**src/rtl/led_display_pkg.sv**
```systemverilog
// Shared types, segment bit positions, hex glyphs and the PWM on-time helper
// for the multiplexed 7-segment scan driver.
package led_display_pkg;

   typedef logic [7:0] seg_t;

   localparam int SEG_A  = 7;
   localparam int SEG_B  = 6;
   localparam int SEG_C  = 5;
   localparam int SEG_D  = 4;
   localparam int SEG_E  = 3;
   localparam int SEG_F  = 2;
   localparam int SEG_G  = 1;
   localparam int SEG_DP = 0;

   localparam seg_t SEG_BLANK = 8'h00;

   localparam seg_t HEX_0 = 8'hFC;
   localparam seg_t HEX_1 = 8'h60;
   localparam seg_t HEX_2 = 8'hDA;
   localparam seg_t HEX_3 = 8'hF2;
   localparam seg_t HEX_4 = 8'h66;
   localparam seg_t HEX_5 = 8'hB6;
   localparam seg_t HEX_6 = 8'hBE;
   localparam seg_t HEX_7 = 8'hE0;
   localparam seg_t HEX_8 = 8'hFE;
   localparam seg_t HEX_9 = 8'hF6;
   localparam seg_t HEX_A = 8'hEE;
   localparam seg_t HEX_B = 8'h3E;
   localparam seg_t HEX_C = 8'h9C;
   localparam seg_t HEX_D = 8'h7A;
   localparam seg_t HEX_E = 8'h9E;
   localparam seg_t HEX_F = 8'h8E;

   // Full code gets the whole active window so maximum brightness has no gap.
   function automatic logic [31:0] calc_on_len(input logic [31:0] active,
                                               input logic [31:0] code,
                                               input int unsigned bw);
      logic [31:0] maxb;
      logic [63:0] prod;
      logic [63:0] shifted;
      maxb    = (32'd1 << bw) - 32'd1;
      prod    = {32'd0, active} * {32'd0, code};
      shifted = prod >> bw;
      if (code == maxb) begin
         return active;
      end else begin
         return shifted[31:0];
      end
   endfunction

endpackage

```
**src/rtl/led_scan_timer.sv**
```systemverilog
// Slot/digit scan counters, frame boundary detection, frame tick and the
// blink phase generator. Everything is held at zero while en is low.
module led_scan_timer #(
   parameter int NUM          = 4,
   parameter int CLK_CYCLE    = 1000,
   parameter int BLINK_FRAMES = 64,
   parameter int SLOT_W       = $clog2(CLK_CYCLE),
   parameter int DIG_W        = (NUM > 1) ? $clog2(NUM) : 1
) (
   input  logic              clk,
   input  logic              rst,
   input  logic              en,
   output logic [SLOT_W-1:0] slot_cnt,
   output logic [DIG_W-1:0]  dig_idx,
   output logic              boundary,
   output logic              frame_tick,
   output logic              blink_phase
);

   localparam int FRM_W = (BLINK_FRAMES > 1) ? $clog2(BLINK_FRAMES) : 1;

   logic [SLOT_W-1:0] slot_cnt_r;
   logic [DIG_W-1:0]  dig_idx_r;
   logic [FRM_W-1:0]  frame_cnt_r;
   logic              blink_phase_r;
   logic              frame_tick_r;
   logic              slot_wrap_s;
   logic              dig_wrap_s;
   logic              frame_wrap_s;
   logic              boundary_s;

   // Wrap and boundary decode from the current counter state.
   always_comb begin
      slot_wrap_s  = (slot_cnt_r == SLOT_W'(CLK_CYCLE - 32'd1));
      dig_wrap_s   = (dig_idx_r == DIG_W'(NUM - 32'd1));
      frame_wrap_s = (frame_cnt_r == FRM_W'(BLINK_FRAMES - 32'd1));
      boundary_s   = en & (slot_cnt_r == {SLOT_W{1'b0}}) & (dig_idx_r == {DIG_W{1'b0}});
   end

   // Slot and digit counters.
   always_ff @(posedge clk or posedge rst) begin
      if (rst) begin
         slot_cnt_r <= {SLOT_W{1'b0}};
         dig_idx_r  <= {DIG_W{1'b0}};
      end else if (!en) begin
         slot_cnt_r <= {SLOT_W{1'b0}};
         dig_idx_r  <= {DIG_W{1'b0}};
      end else if (slot_wrap_s) begin
         slot_cnt_r <= {SLOT_W{1'b0}};
         dig_idx_r  <= dig_wrap_s ? {DIG_W{1'b0}} : dig_idx_r + DIG_W'(1'b1);
      end else begin
         slot_cnt_r <= slot_cnt_r + SLOT_W'(1'b1);
      end
   end

   // Frame tick is registered so it lines up with the registered pins.
   always_ff @(posedge clk or posedge rst) begin
      if (rst) begin
         frame_cnt_r   <= {FRM_W{1'b0}};
         blink_phase_r <= 1'b0;
         frame_tick_r  <= 1'b0;
      end else if (!en) begin
         frame_cnt_r   <= {FRM_W{1'b0}};
         blink_phase_r <= 1'b0;
         frame_tick_r  <= 1'b0;
      end else begin
         frame_tick_r <= boundary_s;
         if (boundary_s) begin
            if (frame_wrap_s) begin
               frame_cnt_r   <= {FRM_W{1'b0}};
               blink_phase_r <= ~blink_phase_r;
            end else begin
               frame_cnt_r <= frame_cnt_r + FRM_W'(1'b1);
            end
         end
      end
   end

   assign slot_cnt    = slot_cnt_r;
   assign dig_idx     = dig_idx_r;
   assign boundary    = boundary_s;
   assign frame_tick  = frame_tick_r;
   assign blink_phase = blink_phase_r;

endmodule

```
**src/rtl/led_display_scan_ctrl.sv**
```systemverilog
// Multiplexed 7-segment scan driver with per-digit PWM brightness, blink,
// dead-time blanking and a tear-free double-buffered frame update port.
module led_display_scan_ctrl
   import led_display_pkg::*;
#(
   parameter int   NUM          = 4,
   parameter logic VALID_SIGNAL = 1'b0,
   parameter int   CLK_CYCLE    = 1000,
   parameter int   DEAD_CYCLE   = 16,
   parameter int   BRIGHT_W     = 4,
   parameter int   BLINK_FRAMES = 64
) (
   input  logic                    clk,
   input  logic                    rst,
   input  logic                    en,
   input  logic [NUM*8-1:0]        seg_in,
   input  logic [NUM*BRIGHT_W-1:0] bright_in,
   input  logic [NUM-1:0]          blink_in,
   input  logic                    upd_valid,
   output logic                    upd_ready,
   output logic                    frame_tick,
   output logic [7:0]              led_display_seg,
   output logic [NUM-1:0]          led_display_sel
);

   localparam int SLOT_W = $clog2(CLK_CYCLE);
   localparam int DIG_W  = (NUM > 1) ? $clog2(NUM) : 1;
   localparam int ACTIVE = CLK_CYCLE - DEAD_CYCLE;

   seg_t                pend_seg_r    [NUM];
   logic [BRIGHT_W-1:0] pend_bright_r [NUM];
   logic [NUM-1:0]      pend_blink_r;
   logic                pend_full_r;
   seg_t                act_seg_r     [NUM];
   logic [BRIGHT_W-1:0] act_bright_r  [NUM];
   logic [NUM-1:0]      act_blink_r;
   logic [7:0]          seg_r;
   logic [NUM-1:0]      sel_r;

   logic [SLOT_W-1:0]   slot_cnt_s;
   logic [DIG_W-1:0]    dig_idx_s;
   logic                boundary_s;
   logic                blink_phase_s;
   logic                xfer_s;
   logic                apply_s;
   seg_t                cur_seg_s;
   logic [BRIGHT_W-1:0] cur_bright_s;
   logic                cur_blink_s;
   logic [31:0]         on_len_s;
   logic                lit_s;
   logic [7:0]          seg_nxt_s;
   logic [NUM-1:0]      sel_nxt_s;

   led_scan_timer #(
      .NUM          (NUM),
      .CLK_CYCLE    (CLK_CYCLE),
      .BLINK_FRAMES (BLINK_FRAMES),
      .SLOT_W       (SLOT_W),
      .DIG_W        (DIG_W)
   ) u_timer (
      .clk         (clk),
      .rst         (rst),
      .en          (en),
      .slot_cnt    (slot_cnt_s),
      .dig_idx     (dig_idx_s),
      .boundary    (boundary_s),
      .frame_tick  (frame_tick),
      .blink_phase (blink_phase_s)
   );

   // Handshake, current-digit lookup and lit window decode.
   always_comb begin
      xfer_s       = upd_valid & ~pend_full_r;
      apply_s      = boundary_s & pend_full_r;
      cur_seg_s    = act_seg_r[dig_idx_s];
      cur_bright_s = act_bright_r[dig_idx_s];
      cur_blink_s  = act_blink_r[dig_idx_s];
      on_len_s     = calc_on_len(32'(ACTIVE), 32'(cur_bright_s), BRIGHT_W);
      lit_s        = en
                   & (32'(slot_cnt_s) >= 32'(DEAD_CYCLE))
                   & (32'(slot_cnt_s) < (32'(DEAD_CYCLE) + on_len_s))
                   & ~(cur_blink_s & blink_phase_s);
   end

   // Next pin levels; a single select bit can be active at a time.
   always_comb begin
      seg_nxt_s = {8{~VALID_SIGNAL}};
      sel_nxt_s = {NUM{~VALID_SIGNAL}};
      if (lit_s) begin
         seg_nxt_s            = cur_seg_s ^ {8{~VALID_SIGNAL}};
         sel_nxt_s[dig_idx_s] = VALID_SIGNAL;
      end else begin
         seg_nxt_s = {8{~VALID_SIGNAL}};
         sel_nxt_s = {NUM{~VALID_SIGNAL}};
      end
   end

   // Pending buffer fills on a transfer; active copy only changes at a boundary.
   always_ff @(posedge clk or posedge rst) begin
      if (rst) begin
         pend_full_r  <= 1'b0;
         pend_blink_r <= {NUM{1'b0}};
         act_blink_r  <= {NUM{1'b0}};
         for (int i = 0; i < NUM; i++) begin
            pend_seg_r[i]    <= SEG_BLANK;
            pend_bright_r[i] <= {BRIGHT_W{1'b0}};
            act_seg_r[i]     <= SEG_BLANK;
            act_bright_r[i]  <= {BRIGHT_W{1'b0}};
         end
      end else begin
         if (xfer_s) begin
            pend_full_r  <= 1'b1;
            pend_blink_r <= blink_in;
            for (int i = 0; i < NUM; i++) begin
               pend_seg_r[i]    <= seg_in[i*8 +: 8];
               pend_bright_r[i] <= bright_in[i*BRIGHT_W +: BRIGHT_W];
            end
         end else if (apply_s) begin
            pend_full_r <= 1'b0;
         end
         if (apply_s) begin
            act_blink_r <= pend_blink_r;
            for (int i = 0; i < NUM; i++) begin
               act_seg_r[i]    <= pend_seg_r[i];
               act_bright_r[i] <= pend_bright_r[i];
            end
         end
      end
   end

   // Pin-level output register.
   always_ff @(posedge clk or posedge rst) begin
      if (rst) begin
         seg_r <= {8{~VALID_SIGNAL}};
         sel_r <= {NUM{~VALID_SIGNAL}};
      end else begin
         seg_r <= seg_nxt_s;
         sel_r <= sel_nxt_s;
      end
   end

   assign upd_ready       = ~pend_full_r;
   assign led_display_seg = seg_r;
   assign led_display_sel = sel_r;

endmodule

```
**config.mk**
```make
export PLATFORM = sky130hd
export DESIGN_NAME = led_display_scan_ctrl
export DESIGN_NICKNAME = d
export VERILOG_FILES = /design/src/rtl/led_display_pkg.sv /design/src/rtl/led_scan_timer.sv /design/src/rtl/led_display_scan_ctrl.sv
export SDC_FILE = /design/constraint.sdc
export NUM_CORES = 1
export LEC_CHECK = 0
export CORE_MARGIN = 2
export CORE_UTILIZATION = 62
export DETAILED_ROUTE_END_ITERATION = 16
export GPL_ROUTABILITY_DRIVEN = 0
export MAX_ROUTING_LAYER = met4
export PLACE_DENSITY = 0.86
export SYNTH_ARGS = -nofsm -noshare
export SYNTH_HDL_FRONTEND = slang
export SYNTH_SLANG_ARGS = --single-unit
```
**constraint.sdc**
```tcl
create_clock -name clk -period 15.9 [get_ports clk]
set_input_delay 3.975 -clock clk [delete_from_list [all_inputs] [get_ports clk]]
set_output_delay 3.975 -clock clk [all_outputs]
set_load 0.02 [all_outputs]
```
==> After elaboration in Yosys (flattened, before gate mapping) <==
Index checks and enable logic that the tools add are counted.
{ "word_totals": {"ff_bits": 137} }
{ "op_classes": {"add_sub_neg": 4, "multipliers": 1, "order_cmp": 5, "n_eq_ne": 7, "n_mux": 27, "n_bitwise": 14, "reduce_logical": 5} }
{ "op_table": {"columns": ["op", "n"], "rows": [
  ["$mux W10", 3],
  ["$mux W8", 3],
  ["$mux W6", 3],
  ["$bmux W8 S2", 1],
  ["$mux W4", 3],
  ["$add A5 B10 Y11 const A", 1],
  ["$lt A10 B11 Y1", 1],
  ["$mul A7 B4 Y11 const A", 1],
  ["$add A10 B1 Y10 const B", 1],
  ["$eq A10 B10 Y1 const B", 1],
  ["$ge A10 B5 Y1 const B", 1],
  ["$logic_not A10 Y1", 1],
  ["$and A1 B1 Y1", 8],
  ["$bmux W4 S2", 1],
  ["$mux W1", 8],
  ["$not A8 Y8", 1],
  ["$add A6 B1 Y6 const B", 1],
  ["$eq A6 B6 Y1 const B", 1],
  ["$mux W2", 3],
  ["$ne A2 B1 Y1 const B", 3],
  ["$eq A4 B4 Y1 const B", 1],
  ["$not A4 Y4", 1],
  ["$ge A3 B3 Y1 const B", 1],
  ["$lt A2 B3 Y1 const B", 1],
  ["other kinds (11)", 13]
]} }

==> Logic depth before layout (Yosys ltp) <==
Gate-level depths: netlist (run 1).
{ "depth": {"depth_word": 11, "ltp_mapped": 24, "mapped_depth_nobuf": 22} }

==> Hierarchy <==
Synthesis (run 1) repeated with hierarchy kept, for this count alone.
{ "hier_totals": {"hier_cells": 489, "hier_area_um2": 6605.1} }
{ "modules_own_cells": {"columns": ["mod", "instances", "cells_each", "area_each_um2"], "rows": [
  ["led_display_scan_ctrl", 1, 385, 5562.8],
  ["led_scan_timer", 1, 104, 1042.2]
]} }

==> Least setup slack after synthesis (run 1) <==
Ideal clock, no wire load.
{ "synth_timing": {"path_type": "flip-flop to flip-flop", "startpoint": "register u_timer.dig_idx_r[0] (netlist: u_timer.dig_idx[0])", "endpoint": "register sel_r[1] (netlist: led_display_sel[1])", "arrival_time_ns": 5.194, "t_required_ns": 15.839, "slack_ns": 10.645, "stages_incl_launch_ff": 23, "path_buffers": 3, "cell_sequence": "dfrtp_1 buf_6 clkbuf_1 mux4_2 fa_1 xor2_1 ha_1 ha_1 or3_1 a21oi_1 ha_1 inv_1 a211oi_1 nand2_1 nor2_1 xor2_1 ha_1 o21ai_0 a221oi_1 o21a_1 o32ai_2 buf_2 nand2_1"} }
{ "synth_via": {"elab_chain_len": 11} }
{ "synth_rtl": {"columns": ["item", "line_no", "text"], "rows": [
  ["start: declaration", "led_scan_timer.sv:23", "logic [DIG_W-1:0] dig_idx_r;"],
  ["start signal: assignment", "led_scan_timer.sv:44", "dig_idx_r <= {DIG_W{1'b0}};"],
  ["start signal: assignment", "led_scan_timer.sv:47", "dig_idx_r <= {DIG_W{1'b0}};"],
  ["start signal: assignment", "led_scan_timer.sv:50", "dig_idx_r <= dig_wrap_s ? {DIG_W{1'b0}} : dig_idx_r + DIG_W'(1'b1);"],
  ["$not A2 Y3 (not written as such)", "led_display_scan_ctrl.sv:76", "cur_bright_s = act_bright_r[dig_idx_s];"],
  ["$bmux W4 S2", "led_display_scan_ctrl.sv:76", null],
  ["$mux W4 (not written as such) (2 in series)", "led_display_scan_ctrl.sv:76", null],
  ["$mul A7 B4 Y11 or $eq A4 B4 Y1 (tied branches)", "led_display_pkg.sv:43, led_display_pkg.sv:45", null],
  ["$mux W10", "led_display_pkg.sv:45", "if (code == maxb) begin"],
  ["$add A5 B10 Y11", "led_display_scan_ctrl.sv:81", "& (32'(slot_cnt_s) < (32'(DEAD_CYCLE) + on_len_s))"],
  ["$lt A10 B11 Y1", "led_display_scan_ctrl.sv:81", null],
  ["$and A1 B1 Y1", "led_display_scan_ctrl.sv:81", null],
  ["$and A1 B1 Y1", "led_display_scan_ctrl.sv:82", "& ~(cur_blink_s & blink_phase_s);"],
  ["$mux W4 *", "led_display_scan_ctrl.sv:89", "if (lit_s) begin"],
  ["named net sel_nxt_s[1]", "led_display_scan_ctrl.sv:52", "logic [NUM-1:0] sel_nxt_s;"],
  ["end signal: assignment", "led_display_scan_ctrl.sv:135", "sel_r <= {NUM{~VALID_SIGNAL}};"],
  ["end signal: assignment", "led_display_scan_ctrl.sv:138", "sel_r <= sel_nxt_s;"],
  ["end: declaration", "led_display_scan_ctrl.sv:38", "logic [NUM-1:0] sel_r;"]
]} }
Mark *: on every way through the listed nets, which the timed path passes. The rest lies on a longest branch. The select of a mux whose other input is x is not followed.
A chain may end at the register's enable or synchronous reset.

==> Final worst setup path (run 1) <==
{ "layout_timing": {"startpoint": "register u_timer.dig_idx_r[1] (netlist: u_timer.dig_idx[1])", "endpoint": "register seg_r[2] (netlist: led_display_seg[2])"} }
{ "layout_via": {"elab_chain_len": 11} }
{ "layout_rtl": {"columns": ["item", "line_no", "text"], "rows": [
  ["$not A2 Y3 (not written as such)", "led_display_scan_ctrl.sv:75, led_display_scan_ctrl.sv:76", null],
  ["$bmux W4 S2", "led_display_scan_ctrl.sv:76", null],
  ["$mux W4 (not written as such) (2 in series)", "led_display_scan_ctrl.sv:76", null],
  ["$mul A7 B4 Y11 or $eq A4 B4 Y1 (tied branches)", "led_display_pkg.sv:43, led_display_pkg.sv:45", null],
  ["$mux W10", "led_display_pkg.sv:45", null],
  ["$add A5 B10 Y11", "led_display_scan_ctrl.sv:81", null],
  ["$lt A10 B11 Y1", "led_display_scan_ctrl.sv:81", null],
  ["$and A1 B1 Y1", "led_display_scan_ctrl.sv:81", null],
  ["$and A1 B1 Y1", "led_display_scan_ctrl.sv:82", null],
  ["$mux W8 *", "led_display_scan_ctrl.sv:89", null],
  ["named net seg_nxt_s[2]", "led_display_scan_ctrl.sv:51", "logic [7:0] seg_nxt_s;"],
  ["end signal: assignment", "led_display_scan_ctrl.sv:134", "seg_r <= {8{~VALID_SIGNAL}};"],
  ["end signal: assignment", "led_display_scan_ctrl.sv:137", "seg_r <= seg_nxt_s;"],
  ["end: declaration", "led_display_scan_ctrl.sv:37", "logic [7:0] seg_r;"]
]} }
Marked as above.

==> results of run 1 <==
==> Yosys cell counts (2+ instances only) <==
master,count,share of area (%)
or2_2,2,0.18
dfrtp_1,125,46
nor2b_1,2,0.18
a211oi_1,5,0.55
nand4b_1,2,0.26
ha_1,34,6.2
fa_1,4,1.2
a21o_1,2,0.22
and2_1,2,0.18
nand4_1,4,0.36
nand2_1,34,1.9
a21oi_1,7,0.51
nand2b_1,3,0.27
o21a_1,2,0.22
mux4_2,13,4.3
nand3_1,10,0.73
inv_1,27,1.5
dfstp_2,12,4.6
nor2_1,24,1.3
or3_1,4,0.36
mux2_2,55,9.0
buf_12,5,1.5
o21ai_0,8,0.58
nor3_1,3,0.22
xnor2_1,8,1.0
nor4_1,2,0.18
a221oi_1,5,0.64
buf_6,3,0.49
mux2_4,49,11
xor2_1,10,1.3
and3_1,2,0.18
mux2i_1,2,0.29
clkbuf_1,9,0.49
==> metrics by stage <==
step / hold slack [ns] / instances
2_1_floorplan: 0.467 / 498
3_3_place_gp: 0.485 / 692
3_5_place_dp: 0.490 / 692
4_1_cts: 0.504 / 724
5_1_grt: 0.527 / 724
6_report: 0.503 / 724
==> how the worst max path moves through the flow <==
stage	from	endpoint	depth (start not counted)
3_3_place_gp	en	led_display_seg[0]	6
4_1_cts	u_timer.dig_idx[1]	led_display_sel[3]	21
5_1_grt	u_timer.dig_idx[1]	led_display_sel[3]	21
6_report	u_timer.dig_idx[1]	led_display_seg[2]	21
2_1_floorplan	rst	act_blink_r[0]	1
3_5_place_dp	en	led_display_seg[0]	6
==> placed cells by master, fill, tap and decap left out, types with 3 or more instances in the layout <==
master | synthesis | layout
nor2_1 | 24 | 24
xnor2_1 | 8 | 8
a221oi_1 | 5 | 5
nor3_1 | 3 | 3
fa_1 | 4 | 4
or3_1 | 4 | 4
bufinv_16 | 0 | 4
a211oi_1 | 5 | 5
buf_4 | 0 | 3
mux2_4 | 49 | 49
a21oi_1 | 7 | 7
nand4_1 | 4 | 4
dfstp_2 | 12 | 12
nand2_1 | 34 | 34
o21ai_0 | 8 | 8
clkdlybuf4s50_1 | 0 | 69
nand3_1 | 10 | 10
xor2_1 | 10 | 10
ha_1 | 34 | 34
inv_1 | 27 | 26
clkbuf_16 | 0 | 16
nand2b_1 | 3 | 3
mux4_2 | 13 | 13
clkinv_2 | 0 | 5
mux2_2 | 55 | 55
dfrtp_1 | 125 | 125
==> flip-flops by register name (all words and copies together) (netlist names) <==
| signal | cells |
|---|---|
| act_seg_r | 32 |
| pend_seg_r | 32 |
| act_bright_r | 16 |
| pend_bright_r | 16 |
| u_timer.slot_cnt | 10 |
| led_display_seg | 8 |
| u_timer.frame_cnt_r | 6 |
| act_blink_r | 4 |
| led_display_sel | 4 |
| pend_blink_r | 4 |
| u_timer.dig_idx | 2 |
| pend_full_r | 1 |
| u_timer.blink_phase | 1 |
| u_timer.frame_tick | 1 |
==> power by group through the flow <==
stage	combinational [mW]	clock, mW	sequential (mW)
4_1_cts	0.925	0.402	0.557
3_5_place_dp	0.899	0	0.549
6_report	0.927	0.399	0.557
2_1_floorplan	0.731	0	0.520
5_1_grt	1.04	0.419	0.569
3_3_place_gp	0.851	0	0.539
==> routing by layer <==
metal	share of wire (%)	global-route usage, %
met3	5.2	7.59
met5	0	-
met2	53	48.0
met4	2.8	10.3
met1	39	33.9
==> area by class of cell <==
class	instances	area [um^2]	share of cell area (%)
sequential	137	3440	42.1
multi-input combinational	316	3150	38.5
clock buffer	19	422	5.15
inverter	27	104	1.27
tap	140	175	2.14
timing repair buffer	72	713	8.72
clock inverter	13	178	2.17
==> logic make-up (layout without fill, tap and decap cells) <==
kind of cell,after synthesis,count (layout)
buffers and inverters,45,131
adder cells (fa/ha/maj),38,38
AND/OR/NAND/NOR,101,101
XOR/XNOR,18,18
multiplexers,119,119
flip-flops,137,137
AO/OA/AOI/OAI,40,40
==> impl_metrics.csv, run 1 <==
group,metric,value,unit
layout,antenna_cells,0,
clocking,clk_path_buf_depth,2,
layout,nets,665,
floorplan,die_h,109,um
setup_path,crit_family,"adder cells",
power_and_ir_drop,finalPower,1.88,mW
synth,synthArstFlopShare,100,%
setup_path,critPathMaxStageDelay,0.93,ns
layout,post-route-util,75.8,%
floorplan,die_w,109,um
synth,syn_inst,498,
synth,synth_xor_area_share,2.30,%
synth,syn_area,6860,um^2
global_route,antenna_found_initial,0,
floorplan,rows,38,
clocking,root_buffer,"clkbuf_8",
timing,setup_violations,0,
routing,num_vias,4286,
routing,routed_wl,14900,um
global_route,first_global_vias,4670,
timing,max_slew_margin,39.3,%
synth,synth-edff-count,0,
synth,ys_ff_latch,137,
setup_path,r2r-end,"led_display_seg[2]",
clocking,clk_pin_slew_worst_paths,0.06,ns
setup_path,worst_setup_path_end_kind,"flip-flop",
layout,syn_to_final_growth,19.3,%
synth,ys_types,52,
synth,synth_compound_area_share,4.22,%
synth,yosys.area_share.simple,7.57,%
floorplan,start_util,63.5,%
timing,rsz0062_at_grt,"false",
routing,drt-vias-per-instance,5.92,
synth,synthFlopType,"dfrtp_1",
setup_path,critPathBufInv,3,
setup_path,reg2regPathDepth,21,
floorplan,core_area,10800,um^2
synth,synth_top_family_by_area,"multiplexers",
synth,synthAdderAreaFrac,7.37,%
timing,tightestPinTransition,0.910,ns
setup_path,slowest_stage,"dfrtp_1",
global_route,grt_pass1_wl,24600,um
synth,yosys_warnings,0,
routing,wire_per_inst,20.5,um
floorplan,die-area,11900,um^2
power_and_ir_drop,peakVddDrop,0.200,mV
timing,drv_slew,0,
routing,ant_nets,0,
timing,fin_tns_setup,0,ns
setup_path,critPathMostFrequentCell,"ha_1",
setup_path,arrival,6.29,ns
timing,hold_viol,0,
hold_path,hp-class,"reg2reg",
clocking,htree_levels,4,
floorplan,pin_count,70,
setup_path,worstSetupPathType,"reg2reg",
power_and_ir_drop,power_switching,0.702,mW
placement,place_area,7580,um^2
hold_path,hold_end,"act_seg_r[6]",
clocking,clk_latency,0.52,ns
power_and_ir_drop,p_per_area,230,nW/um^2
setup_path,cp_cell_sequence,"mux4_2 > ha_1 > inv_1 > fa_1 > inv_1 > ha_1 > a31oi_1 > xnor2_1 > or2_2 > ha_1 > inv_1 > a211oi_1 > nand2_1 > nor2_1 > xor2_1 > ha_1 > nor3_1 > nand2_1 > o21a_1 > o32ai_2 > nand2_1",
status,status,"completed",
timing,max_freq,0.170,GHz
clocking,ctsHoldBuffers,0,
global_route,grt_util_all_layers,28.8,%
routing,drt_iter0_drc,287,
routing,first_pass_iters,5,
setup_path,regToRegSetupSlack,10.02,ns
clocking,cts_tree,"done",
global_route,overflow,0,
clocking,cts_setup_buffers,0,
layout,final_area,8180,um^2
hold_path,min_path_cells,1,
run,drv_cap,0,
global_route,grt_max_degree,78,
clocking,cts_sinks,137,
timing,skew,0.00941,ns
layout,final_layout_size_suffix_gt1_share,30.1,%
timing,min_period,5.88,ns
clocking,post_cts_resized,0,
power_and_ir_drop,p_seq_share,29.6,%
setup_path,r2r-start,"u_timer.dig_idx[1]",
synth,ys_seq_area_share,50.2,%
routing,drc,0,
timing,fin_crit_sh,37.0,%
hold_path,hp-start,"pend_seg_r[6]",
setup_path,cp.required,16.31,ns
clocking,cts_buffers,17,
power_and_ir_drop,pwr-share-comb,49.2,%
setup_path,crit_path_start_kind,"flip-flop",
power_and_ir_drop,clkPwrFrac,21.2,%
placement,dp_hpwl,8990,um
placement,io_buffers,69,
setup_path,path_max_fanout,17,
synth,muxShareOfSynthArea,24.3,%
layout,nFillCells,622,
synth,synth_nets,592,
power_and_ir_drop,p_leak,3.69,nW
timing,setup_ws,10.02,ns
power_and_ir_drop,p_int,1.18,mW
synth,syn_avg_cell_area,13.8,um^2
placement,pre_cts_ws,9.61,ns
power_and_ir_drop,switching_share,37.3,%
Note: power is estimated with default switching activity, not from simulation.
==> inputs of run 2 (changes only) <==
Settings changed: CORE_UTILIZATION 62 to 52, PLACE_DENSITY 0.86 to 0.77.
Clock period 15.9 ns to 5.25 ns, I/O delays scaled along.
==> impl_metrics.csv, run 2 (synthesized netlist as in run 1, its figures left out) <==
group,metric,value,unit
power_and_ir_drop,power_switching,2.16,mW
placement,dp_hpwl,9530,um
floorplan,die-area,14100,um^2
layout,final_layout_size_suffix_gt1_share,31.6,%
layout,final_area,8310,um^2
routing,drt_iter0_drc,192,
layout,largestRegisters,"act_seg_r: 32 flops, pend_seg_r: 32 flops",
timing,max_slew_margin,50.5,%
layout,syn_to_final_growth,21.1,%
timing,min_period,5.05,ns
routing,first_pass_iters,4,
setup_path,r2r-start,"u_timer.dig_idx[0]",
power_and_ir_drop,p_seq_share,29.1,%
timing,setup_ws,0.204,ns
setup_path,r2r-end,"led_display_sel[1]",
setup_path,cp.required,5.60,ns
timing,fin_tns_setup,0,ns
global_route,first_global_vias,4502,
floorplan,rows,41,
clocking,cts_buffers,17,
floorplan,pin_count,70,
setup_path,critPathCapture,"led_display_sel[1]",
clocking,clk_pin_slew_worst_paths,0.06,ns
setup_path,crit_path_start_kind,"flip-flop",
setup_path,cp_cell_sequence,"mux4_2 > fa_1 > xor2_1 > ha_1 > ha_1 > or3_1 > a21oi_2 > ha_1 > inv_1 > a211oi_2 > nand2_1 > nor2_1 > xor2_1 > ha_1 > o21ai_0 > a221oi_2 > o21a_1 > o32ai_4 > buf_12 > nand2_1",
routing,drt-vias-per-instance,5.51,
global_route,antenna_found_initial,0,
setup_path,arrival,5.40,ns
setup_path,path_max_fanout,11,
layout,layout_commonest_cell,"dfrtp_1",
clocking,clk_latency,0.42,ns
floorplan,core_area,12700,um^2
global_route,grt_pass1_wl,22600,um
setup_path,reg2regPathDepth,20,
placement,io_buffers,69,
timing,setup_violations,0,
timing,tightestPinTransition,0.740,ns
clocking,clk_path_buf_depth,2,
setup_path,regToRegSetupSlack,0.20,ns
global_route,grt_util_all_layers,21.2,%
layout,antenna_cells,0,
timing,drv_slew,0,
clocking,root_buffer,"clkbuf_16",
routing,wire_per_inst,17.7,um
global_route,grt_max_degree,80,
routing,drt-met1-wl,5780,um
power_and_ir_drop,p_per_area,690,nW/um^2
placement,place_area,7650,um^2
routing,routed.top_layer,"met4",
power_and_ir_drop,pwr-share-comb,50.9,%
clocking,cts_tree,"done",
global_route,overflow,0,
routing,ant_nets,0,
layout,nFillCells,954,
setup_path,slowest_stage,"mux4_2",
timing,max_freq,0.198,GHz
status,status,"completed",
setup_path,crit_cells,20,
setup_path,worst_setup_path_end_kind,"flip-flop",
power_and_ir_drop,clkPwrFrac,20.0,%
clocking,htree_levels,4,
setup_path,worstSetupPathType,"reg2reg",
setup_path,startpoint,"u_timer.dig_idx[0]",
routing,num_vias,4201,
routing,wl_met2,6890,um
setup_path,critPathBufInv,2,
clocking,cts_sinks,137,
power_and_ir_drop,p_leak,3.72,nW
layout,nets,672,
hold_path,hp-class,"reg2reg",
floorplan,die_w,119,um
routing,routed_wl,13500,um
placement,pre_cts_ws,-0.108,ns
floorplan,start_util,53.9,%
setup_path,critPathMostFrequentCell,"ha_1",
timing,hold_viol,0,
power_and_ir_drop,peakVddDrop,0.381,mV
routing,drc,0,
power_and_ir_drop,p_int,3.57,mW
run,drv_cap,0,
layout,post-route-util,65.3,%
layout,final_cell_mix,"124 x dfrtp_1, 69 x clkdlybuf4s50_1, 55 x mux2_2",
timing,fin_crit_sh,96.1,%
routing,dr_wl_met3,589,um
setup_path,crit_family,"adder cells",
setup_path,critPathMaxStageDelay,0.64,ns
power_and_ir_drop,switching_share,37.6,%
timing,skew,0.00824,ns
floorplan,die_h,119,um
[run 2: cell count changes in the layout (fill, tap and decap cells not counted), moves of 2 or more]
cell        delta
buf_4          +6
clkbuf_1       +4
a211oi_1       -2
a211oi_2       +2
bufinv_16      -2
clkinv_2       -2
clkinvlp_4     -2
[run 2: final cells by class]
class / instances / area (um^2) / area share, %
clock buffers: 25 / 475 / 5.72
multi-input cells: 316 / 3190 / 38.4
repair buffers: 79 / 778 / 9.37
flip-flops and latches: 137 / 3440 / 41.5
well taps: 172 / 215 / 2.59
clock inverters: 7 / 92.6 / 1.11
inverters: 27 / 106 / 1.28
[run 2: stage by stage]
| step | std cells | total power [mW] | hold WS (ns) |
|---|---|---|---|
| floorplan | 498 | 3.79 | 0.467 |
| CTS | 760 | 5.60 | 0.503 |
| global route | 763 | 6.14 | 0.517 |
| global placement | 728 | 4.24 | 0.484 |
| finish | 763 | 5.73 | 0.502 |
| detailed placement | 728 | 4.41 | 0.488 |
[run 2: routing by layer]
layer | track usage (%) | vias to the layer above
met4 | 7.29 | 0
met5 | - | -
met1 | 26.0 | 2143
met3 | 5.22 | 25
met2 | 34.6 | 101
li1 | - | 1932
[run 2: power by group through the flow]
stage          clock (mW)  combinational [mW]  sequential [mW]
2_1_floorplan           0                2.21             1.57
6_report             1.15                2.92             1.66
4_1_cts              1.16                2.77             1.67
3_5_place_dp            0                2.74             1.68
3_3_place_gp            0                2.58             1.66
5_1_grt              1.21                3.22             1.71
[run 2: worst min-delay path by stage]
stage,from,endpoint,slack (ns),depth (start not counted)
after floorplan,u_timer.slot_cnt[0],u_timer.slot_cnt[0],0.47,1
after global routing,pend_bright_r[15],act_bright_r[15],0.52,1
after detailed placement,act_seg_r[15],act_seg_r[15],0.49,1
final,pend_bright_r[15],act_bright_r[15],0.50,1
after global placement,act_seg_r[25],act_seg_r[25],0.48,1
after CTS,pend_bright_r[15],act_bright_r[15],0.50,1
[run 2: worst reg2reg max path: stages (launching register included)]
cell      delay [ns]
dfrtp_2         0.46
mux4_2          0.64
fa_1            0.56
xor2_1          0.19
ha_1            0.29
ha_1            0.32
or3_1           0.39
a21oi_2         0.17
ha_1            0.20
inv_1           0.07
a211oi_2        0.20
nand2_1         0.08
nor2_1          0.11
xor2_1          0.08
ha_1            0.27
o21ai_0         0.11
a221oi_2        0.27
o21a_1          0.20
o32ai_4         0.11
buf_12          0.16
nand2_1         0.09
[run 2: repair_timing]
action	CTS	global route
pin swaps	0	2
buffers inserted	0	3
setup endpoints to repair	12	12
gates resized for setup	2	7
hold buffers	0	0
